`src/rtl/netwalk_tcam_pkg.sv`:
```
// Shared TCAM definitions: flow address width, group sizing and the {hit, addr} result record
// consumed by the action stage.
package netwalk_tcam_pkg;

    localparam int TCAM_ADDR_WIDTH  = 10;
    localparam int TCAM_NUM_ENTRIES = 16;
    localparam int TCAM_GROUP_WIDTH = 4;
    localparam int NUM_GROUPS       = TCAM_NUM_ENTRIES / TCAM_GROUP_WIDTH;

    typedef struct packed {
        logic                       hit;
        logic [TCAM_ADDR_WIDTH-1:0] addr;
    } tcam_result_t;

    // Index width of a WIDTH-bit encoder; a 1-bit encoder still carries a 1-bit index.
    function automatic int idx_width(input int width);
        return (width > 1) ? $clog2(width) : 1;
    endfunction

endpackage

```
`src/rtl/tcam_match_resolver_if.sv`:
```
// Match-vector input and flow-result output of the TCAM priority resolver, both valid/ready.
// The slave modport is the resolver; the master modport is the match array plus action stage.
interface tcam_match_resolver_if #(
    parameter int NUM_ENTRIES     = 16,
    parameter int TCAM_ADDR_WIDTH = 10,
    parameter int STAT_WIDTH      = 32
);
    logic [NUM_ENTRIES-1:0]     match_vec;
    logic [NUM_ENTRIES-1:0]     entry_valid;
    logic                       match_valid;
    logic                       match_ready;
    logic                       result_valid;
    logic                       result_ready;
    logic                       result_hit;
    logic [TCAM_ADDR_WIDTH-1:0] result_addr;
    logic                       stat_clear;
    logic [STAT_WIDTH-1:0]      stat_lookups;
    logic [STAT_WIDTH-1:0]      stat_hits;

    modport master (
        output match_vec, entry_valid, match_valid, result_ready, stat_clear,
        input  match_ready, result_valid, result_hit, result_addr, stat_lookups, stat_hits
    );

    modport slave (
        input  match_vec, entry_valid, match_valid, result_ready, stat_clear,
        output match_ready, result_valid, result_hit, result_addr, stat_lookups, stat_hits
    );
endinterface

```
`src/rtl/tcam_prio_enc.sv`:
```
// Lowest-set-bit encoder with any-flag; purely combinational, no handshake.
// idx_o is 0 when no bit is set.
module tcam_prio_enc
    import netwalk_tcam_pkg::idx_width;
#(
    parameter  int WIDTH = 4,
    localparam int IDXW  = idx_width(WIDTH)
) (
    input  logic [WIDTH-1:0] vec_i,
    output logic             any_o,
    output logic [IDXW-1:0]  idx_o
);

    assign any_o = |vec_i;

    always_comb begin
        idx_o = '0;
        for (int i = WIDTH - 1; i >= 0; i--) begin
            if (vec_i[i]) idx_o = IDXW'(i);
        end
    end

endmodule

```
`src/rtl/tcam_match_resolver.sv`:
```
// Two-stage lowest-index TCAM hit resolver, result 2 cycles after acceptance, 1 lookup/cycle;
// stalls S2 then S1 under result backpressure. Counters compiled in with TCAM_RESOLVER_STATS_EN.
module tcam_match_resolver
    import netwalk_tcam_pkg::tcam_result_t;
    import netwalk_tcam_pkg::idx_width;
#(
    parameter int NUM_ENTRIES     = 16,
    parameter int TCAM_ADDR_WIDTH = 10,
    parameter int GROUP_WIDTH     = 4,
    parameter int STAT_WIDTH      = 32
) (
    input  logic                  clk,
    input  logic                  reset,
    tcam_match_resolver_if.slave  bus
);

    localparam int NGROUPS = NUM_ENTRIES / GROUP_WIDTH;
    localparam int GIW     = idx_width(GROUP_WIDTH);
    localparam int SIW     = idx_width(NGROUPS);

    logic [NUM_ENTRIES-1:0]     eff;
    logic [NGROUPS-1:0]         grp_any;
    logic [GIW-1:0]             grp_idx [NGROUPS];
    logic [NGROUPS-1:0]         any_q;
    logic [GIW-1:0]             idx_q   [NGROUPS];
    logic                       sel_any;
    logic [SIW-1:0]             sel_grp;
    logic [TCAM_ADDR_WIDTH-1:0] sel_addr;
    tcam_result_t               res_d, res_q;

    logic s1_valid_q, s1_valid_d;
    logic s2_valid_q, s2_valid_d;
    logic s1_load, s2_load, accept;

    assign eff = bus.match_vec & bus.entry_valid;

    for (genvar g = 0; g < NGROUPS; g++) begin : g_grp
        tcam_prio_enc #(.WIDTH(GROUP_WIDTH)) u_grp_enc (
            .vec_i (eff[g*GROUP_WIDTH +: GROUP_WIDTH]),
            .any_o (grp_any[g]),
            .idx_o (grp_idx[g])
        );
    end

    tcam_prio_enc #(.WIDTH(NGROUPS)) u_sel_enc (
        .vec_i (any_q),
        .any_o (sel_any),
        .idx_o (sel_grp)
    );

    // Stage occupancy register
    always_ff @(posedge clk) begin
        if (!reset) begin
            s1_valid_q <= 1'b0;
            s2_valid_q <= 1'b0;
        end else begin
            s1_valid_q <= s1_valid_d;
            s2_valid_q <= s2_valid_d;
        end
    end

    // Next-state: S2 advances when empty or drained, S1 when empty or S2 advances
    always_comb begin
        s2_load    = !s2_valid_q || bus.result_ready;
        s1_load    = !s1_valid_q || s2_load;
        accept     = bus.match_valid && s1_load;
        s1_valid_d = s1_valid_q;
        s2_valid_d = s2_valid_q;
        if (s2_load) s2_valid_d = s1_valid_q;
        if (s1_load) s1_valid_d = bus.match_valid;
    end

    always_comb begin
        bus.match_ready  = s1_load;
        bus.result_valid = s2_valid_q;
        bus.result_hit   = res_q.hit;
        bus.result_addr  = TCAM_ADDR_WIDTH'(res_q.addr);
    end

    always_ff @(posedge clk) begin
        if (!reset) begin
            any_q <= '0;
            for (int g = 0; g < NGROUPS; g++) idx_q[g] <= '0;
        end else if (accept) begin
            any_q <= grp_any;
            for (int g = 0; g < NGROUPS; g++) idx_q[g] <= grp_idx[g];
        end
    end

    always_comb begin
        sel_addr  = TCAM_ADDR_WIDTH'(sel_grp) * TCAM_ADDR_WIDTH'(GROUP_WIDTH)
                  + TCAM_ADDR_WIDTH'(idx_q[sel_grp]);
        res_d.hit  = sel_any;
        res_d.addr = sel_any ? sel_addr : '0;
    end

    // Result only moves when S2 advances, so it is held while the consumer stalls
    always_ff @(posedge clk) begin
        if (!reset) begin
            res_q <= '0;
        end else if (s2_load && s1_valid_q) begin
            res_q <= res_d;
        end
    end

`ifdef TCAM_RESOLVER_STATS_EN
    logic [STAT_WIDTH-1:0] lookups_q, lookups_d;
    logic [STAT_WIDTH-1:0] hits_q, hits_d;
    logic                  deliver;

    assign deliver = s2_valid_q && bus.result_ready;

    always_comb begin
        lookups_d = lookups_q;
        hits_d    = hits_q;
        if (bus.stat_clear) begin
            lookups_d = '0;
            hits_d    = '0;
        end else if (deliver) begin
            if (lookups_q != '1)              lookups_d = lookups_q + 1'b1;
            if (res_q.hit && (hits_q != '1))  hits_d    = hits_q + 1'b1;
        end
    end

    always_ff @(posedge clk) begin
        if (!reset) begin
            lookups_q <= '0;
            hits_q    <= '0;
        end else begin
            lookups_q <= lookups_d;
            hits_q    <= hits_d;
        end
    end

    assign bus.stat_lookups = lookups_q;
    assign bus.stat_hits    = hits_q;
`else
    logic unused_stat_clear;

    assign unused_stat_clear = bus.stat_clear;
    assign bus.stat_lookups  = {STAT_WIDTH{1'b0}};
    assign bus.stat_hits     = {STAT_WIDTH{1'b0}};
`endif

endmodule

```
`src/flat_wrapper.sv`:
```
// flat-port wrapper written by rule: the top's interface ports become plain ports
module tcam_match_resolver_flat import netwalk_tcam_pkg::tcam_result_t; import netwalk_tcam_pkg::idx_width;
#(
    parameter int NUM_ENTRIES     = 16,
    parameter int TCAM_ADDR_WIDTH = 10,
    parameter int GROUP_WIDTH     = 4,
    parameter int STAT_WIDTH      = 32
)
  (clk, reset, bus_match_vec, bus_entry_valid, bus_match_valid, bus_result_ready, bus_stat_clear, bus_match_ready, bus_result_valid, bus_result_hit, bus_result_addr, bus_stat_lookups, bus_stat_hits);
  tcam_match_resolver_if #(.NUM_ENTRIES(NUM_ENTRIES), .TCAM_ADDR_WIDTH(TCAM_ADDR_WIDTH), .STAT_WIDTH(STAT_WIDTH)) bus_i ();
  input  logic clk;
  input  logic reset;
  input wire logic [$bits(bus_i.match_vec)-1:0] bus_match_vec;
  input wire logic [$bits(bus_i.entry_valid)-1:0] bus_entry_valid;
  input wire logic [$bits(bus_i.match_valid)-1:0] bus_match_valid;
  input wire logic [$bits(bus_i.result_ready)-1:0] bus_result_ready;
  input wire logic [$bits(bus_i.stat_clear)-1:0] bus_stat_clear;
  output wire logic [$bits(bus_i.match_ready)-1:0] bus_match_ready;
  output wire logic [$bits(bus_i.result_valid)-1:0] bus_result_valid;
  output wire logic [$bits(bus_i.result_hit)-1:0] bus_result_hit;
  output wire logic [$bits(bus_i.result_addr)-1:0] bus_result_addr;
  output wire logic [$bits(bus_i.stat_lookups)-1:0] bus_stat_lookups;
  output wire logic [$bits(bus_i.stat_hits)-1:0] bus_stat_hits;
  assign bus_i.match_vec = bus_match_vec;
  assign bus_i.entry_valid = bus_entry_valid;
  assign bus_i.match_valid = bus_match_valid;
  assign bus_i.result_ready = bus_result_ready;
  assign bus_i.stat_clear = bus_stat_clear;
  assign bus_match_ready = bus_i.match_ready;
  assign bus_result_valid = bus_i.result_valid;
  assign bus_result_hit = bus_i.result_hit;
  assign bus_result_addr = bus_i.result_addr;
  assign bus_stat_lookups = bus_i.stat_lookups;
  assign bus_stat_hits = bus_i.stat_hits;
  tcam_match_resolver #(.NUM_ENTRIES(NUM_ENTRIES), .TCAM_ADDR_WIDTH(TCAM_ADDR_WIDTH), .GROUP_WIDTH(GROUP_WIDTH), .STAT_WIDTH(STAT_WIDTH)) u_core (.clk(clk), .reset(reset), .bus(bus_i));
endmodule
```
`config.mk`:
```
export PLATFORM = sky130hd
export DESIGN_NAME = tcam_match_resolver_flat
export DESIGN_NICKNAME = d
export VERILOG_FILES = /design/src/rtl/netwalk_tcam_pkg.sv /design/src/rtl/tcam_match_resolver_if.sv /design/src/rtl/tcam_prio_enc.sv /design/src/rtl/tcam_match_resolver.sv /design/src/flat_wrapper.sv
export SDC_FILE = /design/constraint.sdc
export NUM_CORES = 1
export LEC_CHECK = 0
export CAP_MARGIN = 5
export CORE_MARGIN = 1
export CORE_UTILIZATION = 34
export DETAILED_ROUTE_END_ITERATION = 12
export PLACE_DENSITY_LB_ADDON = 0.25
export SYNTH_ARGS = -nofsm -noshare
export SYNTH_HDL_FRONTEND = slang
export SYNTH_SLANG_ARGS = --single-unit
```
`constraint.sdc`:
```
create_clock -name clk -period 1.48 [get_ports clk]
set_input_delay 0.37 -clock clk [delete_from_list [all_inputs] [get_ports clk]]
set_output_delay 0.37 -clock clk [all_outputs]
set_load 0.01 [all_outputs]
```
==> qor.json <==
{
  "floorplanning": {
    "rows": 23,
    "die_y_um": 67.5,
    "design.portCount": 114,
    "initial_core_util_pct": 36.0,
    "die_area_um2": 4560,
    "floorplan.die.width_um": 67.5,
    "floorplan.core_area_um2": 4060
  },
  "power": {
    "power_frac_clock_pct": 28.2,
    "net_switching_mw": 0.373,
    "seq_power_share_pct": 46.2,
    "p_sw_share_pct": 28.6,
    "max-vdd-ir-drop_v": 0.000302,
    "cellPowerDensity_nw_per_um2": 725,
    "total_leakage_power_nw": 0.855,
    "p_int_mw": 0.931,
    "power.combinational.fraction_pct": 25.6
  },
  "grt": {
    "grt_first_pass_wirelength_mm": 3.29,
    "groute.layer.met1.usage_pct": 12.1,
    "grt_pass1_vias": 770,
    "gr-usage-met2_pct": 16.5,
    "grt_antenna_before_repair": 0,
    "gr-total-overflow": 0,
    "met3_usage_pct": 2.20,
    "gr-max-usage-layer": "met2",
    "grtUsageTotal_pct": 9.87,
    "pin_count_of_the_biggest_net_entering_global_routing": 11
  },
  "critical_path": {
    "crit_path_end_kind": "output pin",
    "worstPathArrival_ns": 1.02,
    "rr_startpoint": "u_core.bus.result_valid",
    "timing.critical_path.required_ns": 1.11,
    "worst_setup_path_startpoint": "bus_result_ready",
    "critical_path.max_fanout": 2,
    "setup.worst_path.start_class": "primary input",
    "path_class": "primary input to output pin"
  },
  "cells_and_area": {
    "footprint_of_the_multi_input_gates_um2": 727,
    "layout.nets": 257,
    "layout-drive-gt1-share_pct": 8.68,
    "antenna-diode-count": 0,
    "register_area_um2": 460,
    "area.growth.synth_to_final_pct": 23.2,
    "filler_cell_count": 403
  },
  "logic_synthesis": {
    "synth_seq_cells": 19,
    "async_reset_ff_share_pct": 0,
    "synthMuxAreaShare_pct": 0,
    "post_synth_and_or_nand_nor_area_fraction_pct": 17.2,
    "post_synth_adder_cell_area_pct": 0,
    "synth-compound-area-share_pct": 13.9,
    "synth-edff-count": 8,
    "post_synthesis_share_of_cell_area_spent_on_xor_and_xnor_gates_pct": 0,
    "sequential_cell_area_fraction_in_the_yosys_report_pct": 31.5,
    "synth.top_cell.area_share_pct": 36.0,
    "yosys_warnings": 0,
    "yosys-top-cells-area": "sky130_fd_sc_hd__buf_4, sky130_fd_sc_hd__edfxtp_1, sky130_fd_sc_hd__dfxtp_1, sky130_fd_sc_hd__nand2_1, sky130_fd_sc_hd__nand3_1",
    "postSynthCellCount": 167,
    "post_synth_top_cells": "sky130_fd_sc_hd__buf_4, sky130_fd_sc_hd__nand2_1, sky130_fd_sc_hd__nand3_1",
    "synth_top_family_by_area": "buffers and inverters",
    "synth_flop_cell": "sky130_fd_sc_hd__dfxtp_1",
    "postSynthAreaPerCell_um2": 8.74,
    "post-synth-top-count-cell": "sky130_fd_sc_hd__buf_4",
    "syn_area_um2": 1460,
    "top_cell_type_by_total_area_after_synthesis": "sky130_fd_sc_hd__buf_4",
    "netlist-cell-type-count": 32
  },
  "drt": {
    "drcViolationCount": 0,
    "wirelength_mm": 2.44,
    "average_detailed_routed_wire_length_per_instance_um": 9.09,
    "drt_iter0_drc": 24,
    "detailroute.via_count": 1096,
    "first_pass_iters": 4,
    "route.antenna.remaining_nets": 0,
    "vias_per_cell": 4.07
  },
  "clock_network": {
    "cts_tree": "done",
    "cts_max_path_buffers": 2,
    "numCtsBuffers": 3,
    "root_buffer": "sky130_fd_sc_hd__clkbuf_8",
    "insertion_delay_ns": 0.26,
    "htree_num_levels": 1,
    "clk_pin_slew_worst_paths_ns": 0.07,
    "tritoncts_num_sinks": 19,
    "cts_hold_repair.buffers": 0
  },
  "sta": {
    "highest_attainable_clock_frequency_mhz": 720,
    "fin_crit_ns": 1.39,
    "fin_crit_sh_pct": 93.9,
    "finalHoldWorstSlack_ns": 0.452,
    "slew_violations": 0,
    "fin_setup_tns_ns": 0,
    "rsz0062_at_grt": "false",
    "fin_ws_ns": 0.0903,
    "final-hold-violation-count": 0,
    "timing.final.setup_violations": 0,
    "finalClockSkew_ns": 0.00530
  },
  "hold_path": {
    "min-delay-path-class": "flip-flop to flip-flop",
    "timing.hold.worst.start": "u_core.bus.result_addr[3]"
  },
  "outcome": {
    "status": "finished clean"
  },
  "place": {
    "detailedPlace.worstSlack_ns": -0.524,
    "dp_hpwl_mm": 2.07,
    "gp_routability_congestion": 0.763,
    "buffer_ports.inserted": 42
  },
  "flow_run": {
    "maxCapViolations": 0
  }
}
-- what timing repair did --
item | 4_1_cts | 5_1_grt
buffers inserted | 0 | 0
setup endpoints to repair | 27 | 0
gates resized for setup | 15 | 0
-- power groups by stage --
| stage | clock network, mW | registers (mW) | logic (mW) |
|---|---|---|---|
| floorplan | 0 | 0.614 | 0.311 |
| global placement | 0 | 0.615 | 0.335 |
| detailed placement | 0 | 0.615 | 0.337 |
| CTS | 0.379 | 0.603 | 0.334 |
| global route | 0.406 | 0.607 | 0.372 |
| finish | 0.367 | 0.603 | 0.334 |
-- state kept, by name, indices dropped and copies added, names as in the netlist --
| name | cells |
|---|---|
| u_core.s1_valid_q | 1 |
| u_core.bus.result_addr | 4 |
| u_core.idx_q | 8 |
| u_core.bus.result_hit | 1 |
| u_core.bus.result_valid | 1 |
| u_core.any_q | 4 |
-- final timing paths --
kind	to	slack, ns	depth (start not counted)
min	u_core.bus.result_addr[3]	0.45	2
max	bus_match_ready	0.09	4
max reg2reg	u_core.idx_q[3][1]	0.18	5
min reg2reg	u_core.bus.result_addr[3]	0.45	2
-- per-layer routing --
metal | part of all wire, % | wire [µm]
met5 | 0 | 0
met4 | 1.2 | 29
met3 | 9.5 | 233
met2 | 49 | 1190
met1 | 41 | 993
-- per-stage QoR --
| step | power, mW | utilization (%) | instance area (µm²) | cells |
|---|---|---|---|---|
| CTS | 1.32 | 44.3 | 1800 | 269 |
| floorplan | 0.925 | - | 1720 | 236 |
| global placement | 0.950 | 43.1 | 1750 | 265 |
| global route | 1.38 | 44.3 | 1800 | 269 |
| detailed placement | 0.952 | 43.1 | 1750 | 265 |
| finish | 1.30 | 44.3 | 1800 | 269 |
-- area by class of cell --
type                            count  area share (%)
Clock buffer                        4            2.50
Inverter                            2           0.417
Multi-Input combinational cell    143            40.4
Sequential cell                    19            25.6
Tap cell                           50            3.48
Timing Repair Buffer               51            27.6
-- placed cells by master (no fill, tap or decap), drive strengths merged, types with 6 or more instances in the layout --
cell type,n
a22o,6
dlygate4sd2,7
conb,70
buf,10
a221oi,6
clkdlybuf4s50,34
nand2,19
dfxtp,11
nand3,12
edfxtp,8
-- kinds of logic (layout without fill, tap and decap cells) --
family | Yosys count | count (layout)
other | 1 | 70
AND/OR/NAND/NOR | 48 | 48
AO/OA/AOI/OAI | 25 | 25
buffers and inverters | 74 | 57
flip-flops | 19 | 19
-- worst max-delay path: stages --
cell,delay (ns)
sky130_fd_sc_hd__dlygate4sd2_1,0.23
sky130_fd_sc_hd__and2b_1,0.22
sky130_fd_sc_hd__nand2_2,0.07
sky130_fd_sc_hd__buf_6,0.12
(Power assumes the default switching activity.)
